==> src/rtl/sata_pkg.sv <==
// sata_pkg: shared SATA TX constants, frame-arbiter state encoding and grant decode.
package sata_pkg;

    localparam int unsigned SATA_MAXFIS_DW = 2048;
    localparam int unsigned ARB_CNT_W      = 12;
    localparam int unsigned ARB_SRC_N      = 2;

    typedef enum logic [1:0] {
        ARB_IDLE  = 2'd0,
        ARB_GNT0  = 2'd1,
        ARB_GNT1  = 2'd2,
        ARB_DRAIN = 2'd3
    } arb_state_t;

    // One-hot owner for a given state; DRAIN reports the source being drained.
    function automatic logic [ARB_SRC_N-1:0] arb_grant(input arb_state_t st, input logic drain_src);
        logic [ARB_SRC_N-1:0] g;
        g = '0;
        case (st)
            ARB_GNT0:  g = 2'b01;
            ARB_GNT1:  g = 2'b10;
            ARB_DRAIN: g = drain_src ? 2'b10 : 2'b01;
            default:   g = '0;
        endcase
        return g;
    endfunction

endpackage

==> src/rtl/sata_axis_oreg.sv <==
// sata_axis_oreg: single-entry AXI-stream output register; holds word until taken.
// With OPT_LOWPOWER set, data/last read as zero whenever valid is low.
module sata_axis_oreg #(
    parameter int unsigned W            = 32,
    parameter bit          OPT_LOWPOWER = 1'b0
) (
    input  logic         clk,
    input  logic         rst_n,
    input  logic         s_valid,
    output logic         s_ready_c,
    input  logic [W-1:0] s_data,
    input  logic         s_last,
    output logic         m_valid,
    input  logic         m_ready,
    output logic [W-1:0] m_data,
    output logic         m_last
);

    // Space is available when empty or when the held word leaves this cycle.
    assign s_ready_c = !m_valid || m_ready;

    // Load on upstream handshake, otherwise drop valid once downstream takes the word.
    always_ff @(posedge clk) begin
        if (!rst_n) begin
            m_valid <= 1'b0;
            m_data  <= '0;
            m_last  <= 1'b0;
        end else if (s_valid && s_ready_c) begin
            m_valid <= 1'b1;
            m_data  <= s_data;
            m_last  <= s_last;
        end else if (m_ready) begin
            m_valid <= 1'b0;
            if (OPT_LOWPOWER) begin
                m_data <= '0;
                m_last <= 1'b0;
            end
        end
    end

endmodule

==> src/rtl/satatx_frame_arbiter.sv <==
// satatx_frame_arbiter: frame-atomic two-source round-robin merge feeding satatx_scrambler.
// Optional length guard enabled by defining SATA_FRAMEARB_TRUNCATE_EN: frames longer than
// MAXLEN words are cut with a forced TLAST, the remainder drained, and o_err_trunc pulsed.
module satatx_frame_arbiter
    import sata_pkg::*;
#(
    parameter int unsigned W            = 32,
    parameter int unsigned MAXLEN       = SATA_MAXFIS_DW,
    parameter bit          OPT_LOWPOWER = 1'b0
) (
    input  logic         S_AXI_ACLK,
    input  logic         S_AXI_ARESETN,
    input  logic         S0_AXIS_TVALID,
    output logic         S0_AXIS_TREADY,
    input  logic [W-1:0] S0_AXIS_TDATA,
    input  logic         S0_AXIS_TLAST,
    input  logic         S1_AXIS_TVALID,
    output logic         S1_AXIS_TREADY,
    input  logic [W-1:0] S1_AXIS_TDATA,
    input  logic         S1_AXIS_TLAST,
    output logic         M_AXIS_TVALID,
    input  logic         M_AXIS_TREADY,
    output logic [W-1:0] M_AXIS_TDATA,
    output logic         M_AXIS_TLAST,
    output logic [1:0]   o_grant,
    output logic         o_err_trunc
);

    // Counter is 12 bits wide, so the frame limit must fit below its wrap point.
    if ((MAXLEN < 2) || (MAXLEN > 4095)) begin : g_bad_maxlen
        $error("satatx_frame_arbiter: MAXLEN must be in 2..4095");
    end

    arb_state_t           state;
    arb_state_t           state_next;
    logic                 last_src;
    logic [ARB_CNT_W-1:0] cnt;
    logic                 oreg_ready;
    logic                 sel_valid;
    logic                 sel_ready;
    logic [W-1:0]         sel_data;
    logic                 sel_last;
    logic                 cur_src;
    logic                 fwd_en;
    logic                 acc;
    logic                 fwd;
    logic                 trunc_hit;
    logic                 drain_src_next;

`ifdef SATA_FRAMEARB_TRUNCATE_EN
    localparam logic [ARB_CNT_W-1:0] CNT_LAST = ARB_CNT_W'(MAXLEN - 1);
    logic drain_src;

    // Cut point: word MAXLEN-1 forwarded without a natural TLAST.
    assign trunc_hit      = fwd && !sel_last && (cnt == CNT_LAST);
    assign drain_src_next = trunc_hit ? cur_src : drain_src;

    // Remember which source is being drained after a truncation.
    always_ff @(posedge S_AXI_ACLK) begin
        if (!S_AXI_ARESETN) drain_src <= 1'b0;
        else                drain_src <= drain_src_next;
    end
`else
    assign trunc_hit      = 1'b0;
    assign drain_src_next = 1'b0;
`endif

    // State register.
    always_ff @(posedge S_AXI_ACLK) begin
        if (!S_AXI_ARESETN) state <= ARB_IDLE;
        else                state <= state_next;
    end

    // Next state: round-robin pick in IDLE, hold grant until the accepted TLAST.
    always_comb begin
        state_next = state;
        case (state)
            ARB_IDLE: begin
                if (S0_AXIS_TVALID && S1_AXIS_TVALID) state_next = last_src ? ARB_GNT0 : ARB_GNT1;
                else if (S0_AXIS_TVALID)              state_next = ARB_GNT0;
                else if (S1_AXIS_TVALID)              state_next = ARB_GNT1;
            end
            ARB_GNT0, ARB_GNT1: begin
                if (acc && sel_last) state_next = ARB_IDLE;
`ifdef SATA_FRAMEARB_TRUNCATE_EN
                else if (trunc_hit)  state_next = ARB_DRAIN;
`endif
            end
`ifdef SATA_FRAMEARB_TRUNCATE_EN
            ARB_DRAIN: begin
                if (acc && sel_last) state_next = ARB_IDLE;
            end
`endif
            default: state_next = ARB_IDLE;
        endcase
    end

    // Output decode: source readies, selected word, and accept/forward strobes.
    always_comb begin
        S0_AXIS_TREADY = 1'b0;
        S1_AXIS_TREADY = 1'b0;
        sel_valid      = 1'b0;
        sel_ready      = 1'b0;
        sel_data       = S0_AXIS_TDATA;
        sel_last       = S0_AXIS_TLAST;
        cur_src        = 1'b0;
        fwd_en         = 1'b0;
        case (state)
            ARB_GNT0: begin
                S0_AXIS_TREADY = oreg_ready;
                sel_valid      = S0_AXIS_TVALID;
                sel_ready      = oreg_ready;
                fwd_en         = 1'b1;
            end
            ARB_GNT1: begin
                S1_AXIS_TREADY = oreg_ready;
                sel_valid      = S1_AXIS_TVALID;
                sel_ready      = oreg_ready;
                sel_data       = S1_AXIS_TDATA;
                sel_last       = S1_AXIS_TLAST;
                cur_src        = 1'b1;
                fwd_en         = 1'b1;
            end
`ifdef SATA_FRAMEARB_TRUNCATE_EN
            ARB_DRAIN: begin
                cur_src   = drain_src;
                sel_ready = 1'b1;
                if (drain_src) begin
                    S1_AXIS_TREADY = 1'b1;
                    sel_valid      = S1_AXIS_TVALID;
                    sel_last       = S1_AXIS_TLAST;
                end else begin
                    S0_AXIS_TREADY = 1'b1;
                    sel_valid      = S0_AXIS_TVALID;
                end
            end
`endif
            default: ;
        endcase
        acc = sel_valid && sel_ready;
        fwd = acc && fwd_en;
    end

    // Round-robin history, frame word counter and registered status outputs.
    always_ff @(posedge S_AXI_ACLK) begin
        if (!S_AXI_ARESETN) begin
            last_src    <= 1'b1;
            cnt         <= '0;
            o_grant     <= '0;
            o_err_trunc <= 1'b0;
        end else begin
            if (acc && sel_last) last_src <= cur_src;
            if (state == ARB_IDLE) cnt <= '0;
            else if (acc)          cnt <= cnt + ARB_CNT_W'(1);
            o_grant     <= arb_grant(state_next, drain_src_next);
            o_err_trunc <= trunc_hit;
        end
    end

    sata_axis_oreg #(
        .W            (W),
        .OPT_LOWPOWER (OPT_LOWPOWER)
    ) u_oreg (
        .clk       (S_AXI_ACLK),
        .rst_n     (S_AXI_ARESETN),
        .s_valid   (fwd),
        .s_ready_c (oreg_ready),
        .s_data    (sel_data),
        .s_last    (sel_last || trunc_hit),
        .m_valid   (M_AXIS_TVALID),
        .m_ready   (M_AXIS_TREADY),
        .m_data    (M_AXIS_TDATA),
        .m_last    (M_AXIS_TLAST)
    );

endmodule
==> config.mk <==
export PLATFORM = sky130hd
export DESIGN_NAME = satatx_frame_arbiter
export DESIGN_NICKNAME = d
export VERILOG_FILES = /design/src/rtl/sata_pkg.sv /design/src/rtl/sata_axis_oreg.sv /design/src/rtl/satatx_frame_arbiter.sv
export SDC_FILE = /design/constraint.sdc
export NUM_CORES = 1
export LEC_CHECK = 0
export ABC_CLOCK_PERIOD_IN_PS = 2150
export CORE_MARGIN = 4
export CORE_UTILIZATION = 38
export DETAILED_ROUTE_END_ITERATION = 10
export PLACE_DENSITY = 0.81
export SETUP_SLACK_MARGIN = 0.4
export SKIP_CTS_REPAIR_TIMING = 1
export SKIP_LAST_GASP = 1
export SLEW_MARGIN = 20
export SYNTH_ARGS = -nofsm -noshare
export SYNTH_HDL_FRONTEND = slang
export SYNTH_SLANG_ARGS = --single-unit
==> constraint.sdc <==
create_clock -name S_AXI_ACLK -period 2.15 [get_ports S_AXI_ACLK]
set_input_delay 0.43 -clock S_AXI_ACLK [delete_from_list [all_inputs] [get_ports S_AXI_ACLK]]
set_output_delay 0.43 -clock S_AXI_ACLK [all_outputs]
set_load 0.02 [all_outputs]
# Word level (Yosys, flattened, before mapping)
# Index checks and enable logic that the tools add are counted.
[op_classes]
n_eq_ne = 5
muxes = 17
n_reduce_logical = 11
[op_table]
columns = ["op", "n"]
rows = [
  ["2-to-1 mux 32 bit", 1],
  ["2-to-1 mux 2 bit", 5],
  ["2-to-1 mux 1 bit", 8],
  ["case mux 2 bit (2 select lines)", 2],
  ["equality test 2 bit, second input constant", 3],
  ["logical AND 1 bit", 5],
  ["equality test 2 x 1 -> 1 bit, second input constant", 2],
  ["OR reduction 2 bit", 2],
  ["zero test 2 bit", 1],
  ["case mux 1 bit (2 select lines)", 1],
  ["nonzero test 2 bit", 1],
  ["zero test 1 bit", 1],
  ["logical OR 1 bit", 1],
]
[totals]
reg_bits = 39
inputBits = 71
out_inout_bits = 39
word_cells = 39

# Depth between registers and ports, before layout
# Gate-level depths: netlist of run 1.
[logic_depth]
word_depth = 10
ltp_mapped = 8
mapped_depth_nobuf = 6

# Modules after synthesis
# From an unflattened synthesis of run 1, not the netlist that was laid out.
[unflattened]
hier_cells = 223
area_unflattened_um2 = 2133.3
[modules_own_cells]
columns = ["module", "instances", "cells_per_inst", "area_per_inst_um2", "seq_area_each_um2"]
rows = [
  ["sata_axis_oreg", 1, 148, 1395.1, 680.7],
  ["satatx_frame_arbiter", 1, 75, 738.2, 100.1],
]

# Worst setup path before layout of run 1
# No wires, ideal clock.
[synth_timing]
path_type = "register -> register"
from = "reg state[0]"
to = "reg u_oreg.m_data[10]"
setup_time_ps = 116
arrival_ps = 1571
t_required_ps = 2034
slack_ps = 463
stages_incl_launch_ff = 9
n_path_buf = 3
synth_period_minus_slack_ps = 1687
cell_sequence = "dfxtp_1 -> inv_1 -> ha_1 -> buf_4 -> a22oi_2 -> nor3b_4 -> buf_4 -> buf_4 -> o211a_1"
[synth_via]
elab_chain_cells = 6
word_cells_on_any_way = 10
classes_between = "2 x eq/ne; 4 x mux; 4 x reduce/logical"
[synth_rtl]
columns = ["item", "line", "source"]
rows = [
  ["start: declaration", "satatx_frame_arbiter.sv:34", "arb_state_t state;"],
  ["start signal: assignment", "satatx_frame_arbiter.sv:71", "else state <= state_next;"],
  ["equality test 2 bit or equality test 2 x 1 -> 1 bit (tied branches)", "satatx_frame_arbiter.sv:108", "case (state)"],
  ["OR reduction 2 bit (no source line)", "-", ""],
  ["2-to-1 mux 1 bit", "satatx_frame_arbiter.sv:108", ""],
  ["logical AND 1 bit", "satatx_frame_arbiter.sv:140", "acc = sel_valid && sel_ready;"],
  ["logical AND 1 bit", "satatx_frame_arbiter.sv:141", "fwd = acc && fwd_en;"],
  ["logical AND 1 bit", "sata_axis_oreg.sv:28", "end else if (s_valid && s_ready_c) begin"],
  ["end signal: assignment", "sata_axis_oreg.sv:30", "m_data <= s_data;"],
  ["end: declaration", "sata_axis_oreg.sv:15", "output logic [W-1:0] m_data,"],
]
# Parallel ways exist; a longest one is shown, timed or not.
# A chain may end at the register's enable or synchronous reset.

# Worst setup path after layout of run 1
[layout_timing]
from = "in S1_AXIS_TVALID"
to = "reg o_grant[1]"
[layout_via]
elab_chain_cells = 8
word_cells_on_any_way = 14
classes_between = "3 x eq/ne; 7 x mux; 4 x reduce/logical"
[layout_rtl]
columns = ["item", "line", "source"]
rows = [
  ["start: declaration", "satatx_frame_arbiter.sv:17", "input logic S1_AXIS_TVALID,"],
  ["case mux 1 bit (2 select lines)", "satatx_frame_arbiter.sv:108", ""],
  ["logical AND 1 bit", "satatx_frame_arbiter.sv:140", ""],
  ["logical AND 1 bit", "satatx_frame_arbiter.sv:84", "if (acc && sel_last) state_next = ARB_IDLE;"],
  ["2-to-1 mux 2 bit", "satatx_frame_arbiter.sv:84", ""],
  ["case mux 2 bit (2 select lines) (*)", "satatx_frame_arbiter.sv:77", "case (state)"],
  ["equality test 2 bit or equality test 2 x 1 -> 1 bit (tied branches)", "sata_pkg.sv:19", "case (st)"],
  ["OR reduction 2 bit (no source line)", "-", ""],
  ["case mux 2 bit (2 select lines) (*)", "sata_pkg.sv:19", ""],
  ["end signal: assignment", "satatx_frame_arbiter.sv:155", "o_grant <= arb_grant(state_next, drain_src_next);"],
  ["end: declaration", "satatx_frame_arbiter.sv:25", "output logic [1:0] o_grant,"],
]
# Mark *: on every way between the ends. The rest lies on a longest branch, timed or not.

==> results of run 1 <==
area by class of cell:
cell class / count / share of cell area (%)
Timing Repair Buffer: 119 / 37.2
Multi-Input combinational cell: 126 / 32.3
Sequential cell: 39 / 24.4
Clock buffer: 8 / 3.09
Tap cell: 67 / 2.59
Inverter: 4 / 0.464
power groups by stage:
stage	clock network, mW	registers (mW)	logic, mW
floorplan	0	0.864	0.214
global placement	0	0.814	0.512
detailed placement	0	0.815	0.521
CTS	0.547	0.799	0.522
global route	0.590	0.809	0.588
finish	0.533	0.803	0.547
flip-flops by register name, indices dropped and copies added (netlist names):
register / flops
last_src: 1
o_grant: 2
state: 2
u_oreg.m_data: 32
u_oreg.m_last: 1
u_oreg.m_valid: 1
cells in the mapped netlist:
cell	n	share of area (%)
o221a_2	1	0.60
nor2b_1	4	1.3
o21a_1	1	0.40
and2_1	4	1.3
o31a_1	1	0.46
clkbuf_1	4	0.79
and3b_1	1	0.46
nand2_1	34	6.7
a32o_1	1	0.53
o31ai_1	1	0.40
mux2i_1	33	17
nor2_1	1	0.20
a221oi_1	1	0.46
buf_4	5	2.0
conb_1	1	0.20
buf_2	7	1.9
ha_1	4	2.6
a21oi_1	1	0.26
nand2b_1	1	0.33
inv_1	4	0.79
nor3b_4	1	0.99
a22oi_2	1	0.66
dfxtp_1	39	41
a21o_1	1	0.40
o211a_1	33	17
final timing paths:
check             cells after the start                        endpoint  slack, ns                        from
setup / recovery                      6           o_grant[1]$_SDFF_PN0_       0.44              S1_AXIS_TVALID
hold / removal                        1      u_oreg.m_last$_SDFFE_PN0P_       0.50  u_oreg.m_last$_SDFFE_PN0P_
setup reg to reg                      8  u_oreg.m_data[30]$_SDFFE_PN0P_       0.45         state[1]$_SDFF_PN0_
hold reg to reg                       1      u_oreg.m_last$_SDFFE_PN0P_       0.50  u_oreg.m_last$_SDFFE_PN0P_
metal layers:
layer  vias to the layer above  wire (um)  global-route usage (%)
met1                       839       2160                    16.8
li1                        879          -                       -
met5                         -          0                       0
met3                         6        477                    7.45
met4                         0         48                    4.20
met2                        61       2700                    27.8
through the flow:
step | utilization, % | TNS (ns)
2_1_floorplan | - | 0
3_3_place_gp | 63.1 | 0
3_5_place_dp | 63.1 | -0.0130
4_1_cts | 65.2 | -0.0300
5_1_grt | 67.6 | 0
6_report | 67.6 | 0
logic make-up (layout without fill, tap and decap cells):
family	after synthesis	after routing	share of synthesized area, %
AO/OA/AOI/OAI	42	42	21.6
adder cells (fa/ha/maj)	4	4	2.65
AND/OR/NAND/NOR	46	46	11.4
other	1	1	0.198
buffers and inverters	20	131	5.42
multiplexers	33	33	17.5
flip-flops	39	39	41.3
==> results by group, run 1 <==
Status
  • Outcome: finished, final reports clean

Global route
  • First-pass GRT wire length: approximately 7.8 mm
  • Total grt overflow: 0
  • Vias in the first global route: roughly 1700
  • Antenna violations before repair: 0
  • GRT Overall Usage: between 10% and 20%
  • Largest net degree at the start of global routing: 48

Hold path
  • Hold Path Class: reg -> reg

CTS
  • Max H-tree Level: 2
  • Clock latency on the worst-skew pair: around 0.28 ns
  • CTS clk-pin slew, worst paths: 0.07 ns
  • CTS tree: done
  • CTS Sinks: 39
  • CTS max path bufs: 2
  • CTS buffer count: 5
  • Root buffer cell: clkbuf_8

Floorplanning
  • FP Rows: 25
  • Die W: between 70 and 80 um
  • Die area: approximately 6000 um^2
  • Initial Util: about two fifths
  • Ports: 110
  • Core area: about 4800 um^2
  • Die height: slightly below 80 um

Power and ir drop
  • Static Leakage: about 1.6 nW
  • Pint: about 1.4 mW
  • Clock power share: ~28%
  • Seq pwr share: 42.7%
  • Final Power: between 1.5 and 2 mW
  • Comb power frac: slightly below 30%
  • Switching pwr: 0.500 mW
  • Sw Share: between 20% and 30%
  • Worst vdd ir: a little over 300 uV
  • Cell Pwr Density: just under 600 nW/um^2

Yosys
  • Avg Inst Size Synth: about 10 um^2
  • Syn Nets: 260
  • Syn Inst Count: around 190
  • Warnings from Yosys: 0
  • Flip-flop and latch count after synthesis: 39
  • Cell Area, Synth: around 1900 um^2
  • Post-synthesis sequential area ratio: 41.3%
  • Yosys cell types: 25

Critical path
  • CP bufs+invs: 2
  • Critical-path top delay cell: clkdlybuf4s50_1
  • Critical Path, Cell by Cell: clkdlybuf4s50_1 -> a22oi_2 -> buf_4 -> o31a_1 -> a32o_1 -> nor2b_1
  • WP data required: between 2 and 2.5 ns
  • Critical path class: in -> reg
  • Worst Setup End Kind: register
  • Startpoint types: input pin
  • CP Data Arrival Time: 1.89 ns
  • Crit Path Max Fanout: 4
  • Worst path top cell family by delay: buffers and inverters
  • Crit-path max cell delay: between 0.5 and 0.6 ns

Timing
  • Worst setup margin: around 0.44 ns
  • Final Max Slew Viols: 0
  • Hold slack: roughly 0.5 ns
  • Final Hold Vio Count: 0
  • Skew final: 0.00199 ns
  • Crit path time final: approximately 1.7 ns
  • Fmax: ~0.58 GHz
  • Final setup fails: 0
  • Final worst-path cycle share: 79.5%
  • Setup repair after global routing missed its margin: no

Layout
  • Post-route insts no fill: ~360
  • Final Cell Area: 3240 um^2
  • Most frequent cells in the layout: clkdlybuf4s50_1, dfxtp_1, nand2_1, mux2i_1, o211a_1
  • Area of the multi-input gates: around 1000 um^2
  • Area growth syn-to-layout: 71.0%
  • Share of cells above drive strength 1: between 10% and 20%
  • Commonest non-fill, non-tap cell in the layout: clkdlybuf4s50_1
  • Filler cells: 391
  • Antenna cell count: 0
  • # nets final: 370
  • FF+latch area: 788 um^2

Placement
  • Place WS: -0.0112 ns
  • DP Area: just over 3000 um^2
  • RD Place Congestion: roughly 0.81
  • Port bufs: between 100 and 150
  • Hpwl dp: 3.70 mm
  • Post-placement cell count: about 350

Route
  • Average wire per standard cell: 14.9 um
  • Pre-antenna DRT Iters: 4
  • Post-route ant nets: 0
  • DRT iter0 DRCs: 63
  • Vias: around 1800
  • DR vias/cell: between 4 and 5
  • DRC: 0
  • Total routed wirelength: 5.39 mm

Flow run
  • Max Cap Violations: 0
Power figures use the tool's default switching activity.
==> run 2, diff against run 1 <==
--- a/config.mk
+++ b/config.mk
@@ -5,11 +5,11 @@
 export SDC_FILE = /design/constraint.sdc
 export NUM_CORES = 1
 export LEC_CHECK = 0
-export ABC_CLOCK_PERIOD_IN_PS = 2150
+export ABC_CLOCK_PERIOD_IN_PS = 1500
 export CORE_MARGIN = 4
-export CORE_UTILIZATION = 38
+export CORE_UTILIZATION = 34
 export DETAILED_ROUTE_END_ITERATION = 10
-export PLACE_DENSITY = 0.81
+export PLACE_DENSITY = 0.76
 export SETUP_SLACK_MARGIN = 0.4
 export SKIP_CTS_REPAIR_TIMING = 1
 export SKIP_LAST_GASP = 1
==> constraint.sdc (replaced) <==
create_clock -name S_AXI_ACLK -period 1.5 [get_ports S_AXI_ACLK]
set_input_delay 0.3 -clock S_AXI_ACLK [delete_from_list [all_inputs] [get_ports S_AXI_ACLK]]
set_output_delay 0.3 -clock S_AXI_ACLK [all_outputs]
set_load 0.02 [all_outputs]
==> results by group, run 2 (synthesis gave the netlist of run 1 again) <==
Route
  • DR vias/cell: 4.80 (-2.4%)
  • Average wire per standard cell: 14.5 um (-2.7%)
  • Total routed wirelength: 5.42 mm (+0.52%)
  • Vias: 1799 (+0.78%)
  • Pre-antenna DRT Iters: 5 (+1)
  • Post-route ant nets: 0 (unchanged)
  • DRC: 0 (unchanged)
  • DRT iter0 DRCs: 25 (-60%)

CTS
  • Clock latency on the worst-skew pair: 0.28 ns (about the same)
  • Max H-tree Level: 2 (unchanged)
  • CTS Sinks: 39 (unchanged)
  • CTS tree: done
  • CTS buffer count: 5 (unchanged)
  • Root buffer cell: clkbuf_8
  • CTS clk-pin slew, worst paths: 0.07 ns (about the same)
  • CTS max path bufs: 2 (unchanged)

Critical path
  • CP dominant cell by count: buf_6
  • Worst path top cell family by delay: buffers and inverters
  • Crit-path max cell delay: 0.36 ns (-0.18 ns)
  • Critical Path, Cell by Cell: buf_6 -> ha_4 -> a22oi_2 -> nor3b_4 -> buf_6 -> buf_6 -> clkbuf_16 -> o211a_1
  • Crit Path Max Fanout: 6 (+2)
  • CP Data Arrival Time: 1.82 ns (-0.07 ns)
  • WP data required: 1.67 ns (-0.66 ns)
  • Critical-path top delay cell: dfxtp_4
  • Worst Setup End Kind: register
  • Critical path class: reg -> reg
  • Startpoint types: register
  • CP bufs+invs: 4 (+2)

Power and ir drop
  • Seq pwr share: 44.1% (+1.4 points)
  • Pint: 1.92 mW (+38%)
  • Clock power share: 23.8% (-4.5 points)
  • Final Power: 2.62 mW (+39%)
  • Cell Pwr Density: 786 nW/um^2 (+35%)
  • Static Leakage: 1.73 nW (+8.6%)
  • Switching pwr: 0.707 mW (+42%)
  • Worst vdd ir: 419 uV (+37%)
  • Comb power frac: 32.1% (+3.1 points)
  • Sw Share: 27.0% (+0.43 points)

Status
  • Failing checks: negative setup slack
  • Outcome: finished, violations left

Timing
  • Worst setup margin: -0.155 ns (-0.595 ns)
  • Skew final: 0.00538 ns (+0.00338 ns)
  • Final setup fails: 40 (+40)
  • Final Hold Vio Count: 0 (unchanged)
  • Final Max Slew Viols: 0 (unchanged)
  • Setup repair after global routing missed its margin: yes
  • Crit path time final: 1.65 ns
  • Total Negative Setup Slacks: -3.74 ns (-3.74 ns)
  • Fmax: between 0.6 and 0.7 GHz
  • Final worst-path cycle share: 110%

Floorplanning
  • Core area: 5240 um^2 (+9.4%)
  • Initial Util: 36.1% (-3.4 points)
  • Die height: 82.6 um (+5.1%)
  • Ports: 110 (unchanged)
  • Die area: 6820 um^2 (+11%)
  • Die W: 82.6 um (+5.1%)
  • FP Rows: 26 (+4.0%)

Placement
  • Port bufs: 108 (unchanged)
  • Hpwl dp: 3.61 mm (-2.4%)
  • RD Place Congestion: 0.707 (-12%)
  • Place WS: -0.422 ns (-0.411 ns)

Layout
  • Antenna cell count: 0 (unchanged)
  • Number of flip-flops in the largest register: 32 (unchanged)
  • Area of the multi-input gates: 1060 um^2 (+1.1%)
  • Area growth syn-to-layout: 76.4%
  • Biggest registers after layout: u_oreg.m_data x32, o_grant x2, state x2
  • Most frequent cells in the layout: clkdlybuf4s50_1, buf_4, mux2i_1, o211a_1, nand2_1
  • Filler cells: 472 (+21%)
  • FF+latch area: 810 um^2 (+2.7%)
  • Final core occ: 63.7% (-3.9 points)
  • # nets final: 381 (+3.0%)
  • Share of cells above drive strength 1: 31.5% (+21 points)
  • Commonest non-fill, non-tap cell in the layout: clkdlybuf4s50_1
  • Biggest register: u_oreg.m_data

Global route
  • Total grt overflow: 0 (unchanged)
  • Largest net degree at the start of global routing: 48 (unchanged)
  • Met1 usage: 14.6% (-2.2 points)
  • Met3 Usage GRT: 7.92% (+0.46 points)
  • Vias in the first global route: 1701 (-2.6%)
  • Antenna violations before repair: 0 (unchanged)
  • GRT Overall Usage: 13.8% (-2.0 points)
  • Gr busiest metal: met2
  • First-pass GRT wire length: 7.35 mm (-5.6%)
  • GR Layer Usage met2: 23.6% (-4.2 points)

Flow run
  • Max Cap Violations: 0 (unchanged)

Hold path
  • Hold Path Class: reg -> reg
[run 2: power groups by stage]
stage / Combinational (mW) / Sequential [mW] / Clock [mW]
5_1_grt: 0.908 / 1.17 / 0.713
3_5_place_dp: 0.774 / 1.17 / 0
6_report: 0.842 / 1.16 / 0.624
2_1_floorplan: 0.322 / 1.24 / 0
4_1_cts: 0.777 / 1.15 / 0.662
3_3_place_gp: 0.767 / 1.17 / 0
[run 2: final timing paths]
check | start | endpoint | slack, ns | cells after the start
worst max-delay path | state[1]$_SDFF_PN0_ | u_oreg.m_data[24]$_SDFFE_PN0P_ | -0.15 | 8
worst min-delay path | u_oreg.m_data[10]$_SDFFE_PN0P_ | u_oreg.m_data[10]$_SDFFE_PN0P_ | 0.49 | 1
worst max register to register | state[1]$_SDFF_PN0_ | u_oreg.m_data[24]$_SDFFE_PN0P_ | -0.15 | 8
worst min register to register | u_oreg.m_data[10]$_SDFFE_PN0P_ | u_oreg.m_data[10]$_SDFFE_PN0P_ | 0.49 | 1
[run 2: per-layer routing]
layer,vias up,share of wire [%]
met2,70,47
li1,906,-
met4,0,0.72
met5,-,0
met3,5,13
met1,818,40
[run 2: cell type report]
cell class | instances | area share [%]
tap | 70 | 2.62
inverter | 4 | 0.600
multi-input combinational | 126 | 31.7
sequential | 39 | 24.3
timing repair buffer | 130 | 38.7
clock buffer | 6 | 2.17
[run 2: metrics by stage]
step                instances  area (um^2)  hold slack, ns
global placement          358         3090           0.478
floorplan                 185         1930           0.515
global route              375         3340           0.508
detailed placement        358         3090           0.485
CTS                       364         3160           0.501
finish                    375         3340           0.490
